**config.mk**
```make
export PLATFORM = sky130hd
export DESIGN_NAME = wb_dma_master
export DESIGN_NICKNAME = d
export VERILOG_FILES = /design/src/rtl/wb_dma_master.sv
export SDC_FILE = /design/constraint.sdc
export NUM_CORES = 1
export LEC_CHECK = 0
export ABC_CLOCK_PERIOD_IN_PS = 6100
export CELL_PAD_IN_SITES_DETAIL_PLACEMENT = 0
export CELL_PAD_IN_SITES_GLOBAL_PLACEMENT = 1
export CORE_ASPECT_RATIO = 0.8
export CORE_MARGIN = 2
export CORE_UTILIZATION = 39
export DETAILED_ROUTE_END_ITERATION = 10
export GPL_ROUTABILITY_DRIVEN = 1
export PLACE_DENSITY = 0.82
export SLEW_MARGIN = 20
export SYNTH_ARGS = -nofsm -noshare
export SYNTH_HDL_FRONTEND = slang
export SYNTH_SLANG_ARGS = --single-unit
```
**constraint.sdc**
```tcl
create_clock -name wb_clk_i -period 6.1 [get_ports wb_clk_i]
set_input_delay 0.61 -clock wb_clk_i [delete_from_list [all_inputs] [get_ports wb_clk_i]]
set_output_delay 0.61 -clock wb_clk_i [all_outputs]
set_load 0.02 [all_outputs]
```
**src/rtl/wb_dma_master.sv**
```systemverilog
// Wishbone classic single-access DMA master.
// Copies len_i words from src to dst, one read/write pair per word.
module wb_dma_master #(
    parameter int ACK_TIMEOUT = 255
) (
    input  logic        wb_clk_i,
    input  logic        wb_rst_i,
    input  logic        start_i,
    input  logic [31:0] src_addr_i,
    input  logic [31:0] dst_addr_i,
    input  logic [15:0] len_i,
    output logic        busy_o,
    output logic        done_o,
    output logic        err_o,
    output logic [31:0] m_adr_o,
    output logic [31:0] m_dat_o,
    input  logic [31:0] m_dat_i,
    output logic [3:0]  m_sel_o,
    output logic        m_we_o,
    output logic        m_cyc_o,
    output logic        m_stb_o,
    input  logic        m_ack_i,
    input  logic        m_err_i,
    input  logic        m_rty_i
);

    localparam int TW = (ACK_TIMEOUT > 1) ? $clog2(ACK_TIMEOUT) : 1;
    localparam logic [TW-1:0] TMO_LAST = TW'(ACK_TIMEOUT - 1);

    typedef enum logic [2:0] {
        S_IDLE,
        S_RD,
        S_WR,
        S_GAP,
        S_FIN
    } state_t;

    state_t r_state;
    state_t w_state_n;

    logic [31:0]   r_src;
    logic [31:0]   r_dst;
    logic [15:0]   r_cnt;
    logic [31:0]   r_data;
    logic          r_resume_wr;
    logic          r_err;
    logic [TW-1:0] r_tmo;

    logic [31:0]   w_src_n;
    logic [31:0]   w_dst_n;
    logic [15:0]   w_cnt_n;
    logic [31:0]   w_data_n;
    logic          w_resume_n;
    logic          w_err_n;
    logic [TW-1:0] w_tmo_n;

    logic w_active;
    logic w_fail;
    logic w_retry;
    logic w_ack;
    logic w_bus_n;
    logic w_new_acc;

    assign err_o = r_err;

    // Response decode: err beats rty, rty beats ack; silence past the limit is an error.
    always_comb begin
        w_active = (r_state == S_RD) || (r_state == S_WR);
        w_fail   = w_active &&
                   (m_err_i || (!m_rty_i && !m_ack_i && (r_tmo == TMO_LAST)));
        w_retry  = w_active && !m_err_i && m_rty_i;
        w_ack    = w_active && !m_err_i && !m_rty_i && m_ack_i;
    end

    // Next-state and next-datapath logic.
    always_comb begin
        w_state_n  = r_state;
        w_src_n    = r_src;
        w_dst_n    = r_dst;
        w_cnt_n    = r_cnt;
        w_data_n   = r_data;
        w_resume_n = r_resume_wr;
        w_err_n    = r_err;
        unique case (r_state)
            S_IDLE: begin
                if (start_i) begin
                    w_src_n   = src_addr_i;
                    w_dst_n   = dst_addr_i;
                    w_cnt_n   = len_i;
                    w_err_n   = 1'b0;
                    w_state_n = (len_i == 16'd0) ? S_FIN : S_RD;
                end
            end
            S_RD: begin
                if (w_fail) begin
                    w_err_n   = 1'b1;
                    w_state_n = S_FIN;
                end else if (w_retry) begin
                    w_resume_n = 1'b0;
                    w_state_n  = S_GAP;
                end else if (w_ack) begin
                    w_data_n  = m_dat_i;
                    w_state_n = S_WR;
                end
            end
            S_WR: begin
                if (w_fail) begin
                    w_err_n   = 1'b1;
                    w_state_n = S_FIN;
                end else if (w_retry) begin
                    w_resume_n = 1'b1;
                    w_state_n  = S_GAP;
                end else if (w_ack) begin
                    w_src_n    = r_src + 32'd4;
                    w_dst_n    = r_dst + 32'd4;
                    w_cnt_n    = r_cnt - 16'd1;
                    w_resume_n = 1'b0;
                    w_state_n  = (r_cnt == 16'd1) ? S_FIN : S_GAP;
                end
            end
            S_GAP: begin
                w_resume_n = 1'b0;
                w_state_n  = r_resume_wr ? S_WR : S_RD;
            end
            S_FIN: begin
                w_state_n = S_IDLE;
            end
            default: begin
                w_state_n = S_IDLE;
            end
        endcase

        w_bus_n   = (w_state_n == S_RD) || (w_state_n == S_WR);
        w_new_acc = w_bus_n && (w_state_n != r_state);
        if (w_new_acc || !w_bus_n) begin
            w_tmo_n = '0;
        end else begin
            w_tmo_n = r_tmo + TW'(1);
        end
    end

    // State register.
    always_ff @(posedge wb_clk_i or posedge wb_rst_i) begin
        if (wb_rst_i) begin
            r_state <= S_IDLE;
        end else begin
            r_state <= w_state_n;
        end
    end

    // Address/count/data counters, status and strobe timer.
    always_ff @(posedge wb_clk_i or posedge wb_rst_i) begin
        if (wb_rst_i) begin
            r_src       <= '0;
            r_dst       <= '0;
            r_cnt       <= '0;
            r_data      <= '0;
            r_resume_wr <= 1'b0;
            r_err       <= 1'b0;
            r_tmo       <= '0;
        end else begin
            r_src       <= w_src_n;
            r_dst       <= w_dst_n;
            r_cnt       <= w_cnt_n;
            r_data      <= w_data_n;
            r_resume_wr <= w_resume_n;
            r_err       <= w_err_n;
            r_tmo       <= w_tmo_n;
        end
    end

    // Registered bus and status outputs, derived from the state being entered.
    always_ff @(posedge wb_clk_i or posedge wb_rst_i) begin
        if (wb_rst_i) begin
            busy_o  <= 1'b0;
            done_o  <= 1'b0;
            m_cyc_o <= 1'b0;
            m_stb_o <= 1'b0;
            m_we_o  <= 1'b0;
            m_sel_o <= 4'h0;
            m_adr_o <= '0;
            m_dat_o <= '0;
        end else begin
            busy_o  <= (w_state_n != S_IDLE);
            done_o  <= (w_state_n == S_FIN);
            m_cyc_o <= w_bus_n;
            m_stb_o <= w_bus_n;
            m_we_o  <= (w_state_n == S_WR);
            m_sel_o <= w_bus_n ? 4'hF : 4'h0;
            m_adr_o <= (w_state_n == S_WR) ? w_dst_n : w_src_n;
            m_dat_o <= w_data_n;
        end
    end

endmodule

```
==> results.yml <==
sta:
  clock_skew_ns: 0.0161
  tightestPinTransition_ns: 1.00
  max_clock_freq_ghz: 0.281
  max_slew_margin: 0.332
  fin_hold_ws_ns: 0.476
  post-route-period-util: 0.584
  rsz0062_at_grt: "false"
  setup_viol: 0
  period_needed_ns: 3.56
  fin_setup_tns_ns: 0
  slew_viol_final: 0
  hold_viol_final: 0
die:
  die_h_um: 137
  num_rows: 48
  die_x_um: 170
  core_um2: 21600
  initial_core_util: 0.397
  io_pins: 192
  dieArea_um2: 23200
critical_path:
  critical_path.endpoint_type: "flop"
  critPathMaxStageDelay_ns: 0.90
  r2r_slack_ns: 2.54
  arrival_ns: 3.87
  cp_num_buf_inv: 1
  r2r-end: "m_adr_o[29]$_DFF_PP0_"
  timing.rr.start: "r_state[1]$_DFF_PP0_"
  critPathMaxFanout: 46
  cp.required_ns: 6.41
  path_delay_family: "simple AND/OR/NAND/NOR gates"
  r2r_cells: 6
  crit_slowest_cell: "or3b_2"
  cp_cell_sequence: "or3b_2, nand2_1, o221ai_2, nor3_4, buf_4, mux2_2"
  cp-start-kind: "flop"
  crit_type: "reg -> reg"
worst_hold_path:
  hold_class: "reg -> reg"
  hold_end: "r_src[0]$_DFF_PP0_"
  min_from: "r_src[0]$_DFF_PP0_"
  hold_path_depth: 2
synthesis:
  synth_top_family_by_area: "simple AND/OR/NAND/NOR gates"
  synth-seq-area-share: 0.471
  synth_adder_area_share: 0.00877
  synth_fp_nets: 1000
  synth-edff-count: 0
  ys_async_sr_fraction: 1.00
  synthesis.area_um2: 8560
  synth-compound-area-share: 0.176
  syn_avg_cell_area_um2: 9.77
  yosys.area_share.simple: 0.184
  muxShareOfSynthArea: 0.0922
  synthXorXnorAreaFrac: 0.0235
  ys_types: 65
  yosysWarnings: 0
  ys_ff_latch: 161
  synth_ff_type: "dfrtp_1"
  synth_cells: 876
pwr:
  pwr-share-clk: 0.193
  switchingPower_w: 0.00222
  netSwitchingFraction: 0.406
  pwr-share-comb: 0.433
  intPower_w: 0.00324
  p_leak_nw: 4.55
  ir_drop_v: 0.000226
  power.density_nw_per_um2: 486
  seqPwrFrac: 0.375
  total_power_w: 0.00546
clock_tree:
  cts.repair.resized: 0
  insertion_delay_ns: 0.44
  cts_tree: "yes"
  cts.htree.levels: 4
  cts_hold_buf: 0
  root_buffer: "clkbuf_16"
  post_cts_buffers: 0
  cts.reportedPaths.clkPinSlew_ns: 0.07
  cts_made_buffers: 17
  clk_path_buf_depth: 2
  numClockSinks: 161
finish:
  fin_nets: 1164
  stdcell_area_um2: 11200
  syn2layout_area_growth_pct: 31.3
  finalNonFillerCells: 1328
  n_fill_cell: 1975
  drive_gt1_frac: 0.113
  diodes: 0
placed_design:
  hpwl_mm: 18.1
  gp_congestion: 0.853
  place_area_um2: 10700
  dp_cells: 1296
  io_buffers: 191
global_routing:
  grt_use_total: 0.225
  grt_pass1_vias: 7155
  grt_pass1_wl_mm: 40.1
  grt_overflow: 0
  antenna_found_initial: 1
  grt_max_degree: 86
routing:
  drt-initial-drc-count: 616
  firstDrtPassIters: 5
  via_per_inst: 5.79
  vias: 7692
  drc: 0
  final_antenna_net_count: 0
  avgRoutedWirePerCell_um: 19.6
  finalWirelength_mm: 26.0
run_status:
  outcome: "finished, final reports clean"
flow_run:
  drv_cap: 0
through the flow:
| stage | setup slack [ns] | util |
|---|---|---|
| after floorplan | 1.14 | - |
| after global placement | 2.58 | 0.495 |
| after detailed placement | 2.44 | 0.495 |
| after CTS | 2.57 | 0.521 |
| after global routing | 2.37 | 0.521 |
| final | 2.54 | 0.521 |
cell type report:
cell class / instances / area [um^2] / area share
timing repair buffer: 206 / 2020 / 0.180
tap: 275 / 344 / 0.0306
inverter: 25 / 98.8 / 0.00880
sequential: 161 / 4030 / 0.358
multi-input combinational: 629 / 4170 / 0.371
clock inverter: 12 / 125 / 0.0111
clock buffer: 20 / 447 / 0.0397
how the worst max path moves through the flow:
stage                       endpoint            startpoint  slack [ns]  depth (start not counted)
2_1_floorplan       busy_o$_DFF_PP0_              wb_rst_i        1.14                          1
3_3_place_gp   m_adr_o[22]$_DFF_PP0_               start_i        2.58                          8
3_5_place_dp   m_adr_o[24]$_DFF_PP0_               start_i        2.44                          8
4_1_cts        m_adr_o[29]$_DFF_PP0_  r_state[1]$_DFF_PP0_        2.57                          6
5_1_grt        m_adr_o[29]$_DFF_PP0_  r_state[1]$_DFF_PP0_        2.37                          6
6_report       m_adr_o[29]$_DFF_PP0_  r_state[1]$_DFF_PP0_        2.54                          6
flip-flops by register name, indices dropped and copies added, names as in the netlist:
signal and count:
r_state 3, r_dst 32, done_o 1, r_resume_wr 1
busy_o 1, m_dat_o 32, m_adr_o 32, m_we_o 1
r_src 32, r_tmo 8, m_sel_o 1, err_o 1
r_cnt 16
metal layers:
layer / vias up / track usage / share of wire
met5: - / 0 / 0.00050
met1: 3712 / 0.323 / 0.46
li1: 3607 / - / -
met4: 2 / 0.0556 / 0.012
met2: 343 / 0.325 / 0.43
met3: 28 / 0.0772 / 0.097
cells in the final DEF (no fill, tap or decap), drive strengths merged, types with 7 or more instances in the layout:
cell type / synthesis / layout
clkdlybuf4s50: 0 / 191
dfrtp: 161 / 161
nand2: 83 / 83
o21ai: 68 / 68
mux2: 63 / 63
nand3: 47 / 47
nor2: 39 / 39
a21oi: 37 / 37
inv: 25 / 30
nand4: 25 / 25
nor4: 21 / 21
nor3: 21 / 21
a22oi: 20 / 20
clkbuf: 32 / 20
a31oi: 18 / 18
xor2: 17 / 17
and3: 15 / 15
buf: 29 / 15
o311ai: 11 / 11
a211oi: 11 / 11
a221o: 10 / 10
o211ai: 10 / 10
or3: 8 / 8
mux2i: 8 / 8
and2: 7 / 7
logic make-up after synthesis:
group / Yosys count
AOI/OAI and AO/OA: 226
xor gates and xnor gates: 23
adders and majority gates: 6
buffers and inverters: 86
DFF: 161
muxes: 71
and+or+nand+nor: 303
worst register-to-register path, stage by stage, from the launching register on:
cell and delay [ns]:
dfrtp_1 0.80, or3b_2 0.91, nand2_1 0.48, o221ai_2 0.22
nor3_4 0.14, buf_4 0.48, mux2_2 0.41
synth_stat cells, types with 11 or more instances:
library cell	count	area (um^2)
a211oi_1	11	82.6
a21oi_1	37	185
a22oi_1	20	150
a31oi_1	18	113
and3_1	15	93.8
buf_2	16	80.1
clkbuf_1	32	120
dfrtp_1	161	4030
inv_1	24	90.1
mux2_2	62	698
nand2_1	83	312
nand3_1	47	235
nand4_1	25	156
nor2_1	39	146
nor3_1	19	95.1
nor4_1	21	131
o21ai_0	66	330
o311ai_0	11	96.3
xor2_1	17	149
power groups by stage:
stage                     Sequential, W  Combinational (W)  Clock, W
final                           0.00205            0.00236   0.00105
after global routing            0.00212            0.00256   0.00112
after CTS                       0.00204            0.00236   0.00107
after detailed placement        0.00204            0.00235         0
after global placement          0.00204            0.00233         0
after floorplan                 0.00217            0.00125         0
Note: power is estimated with default switching activity, not from simulation.
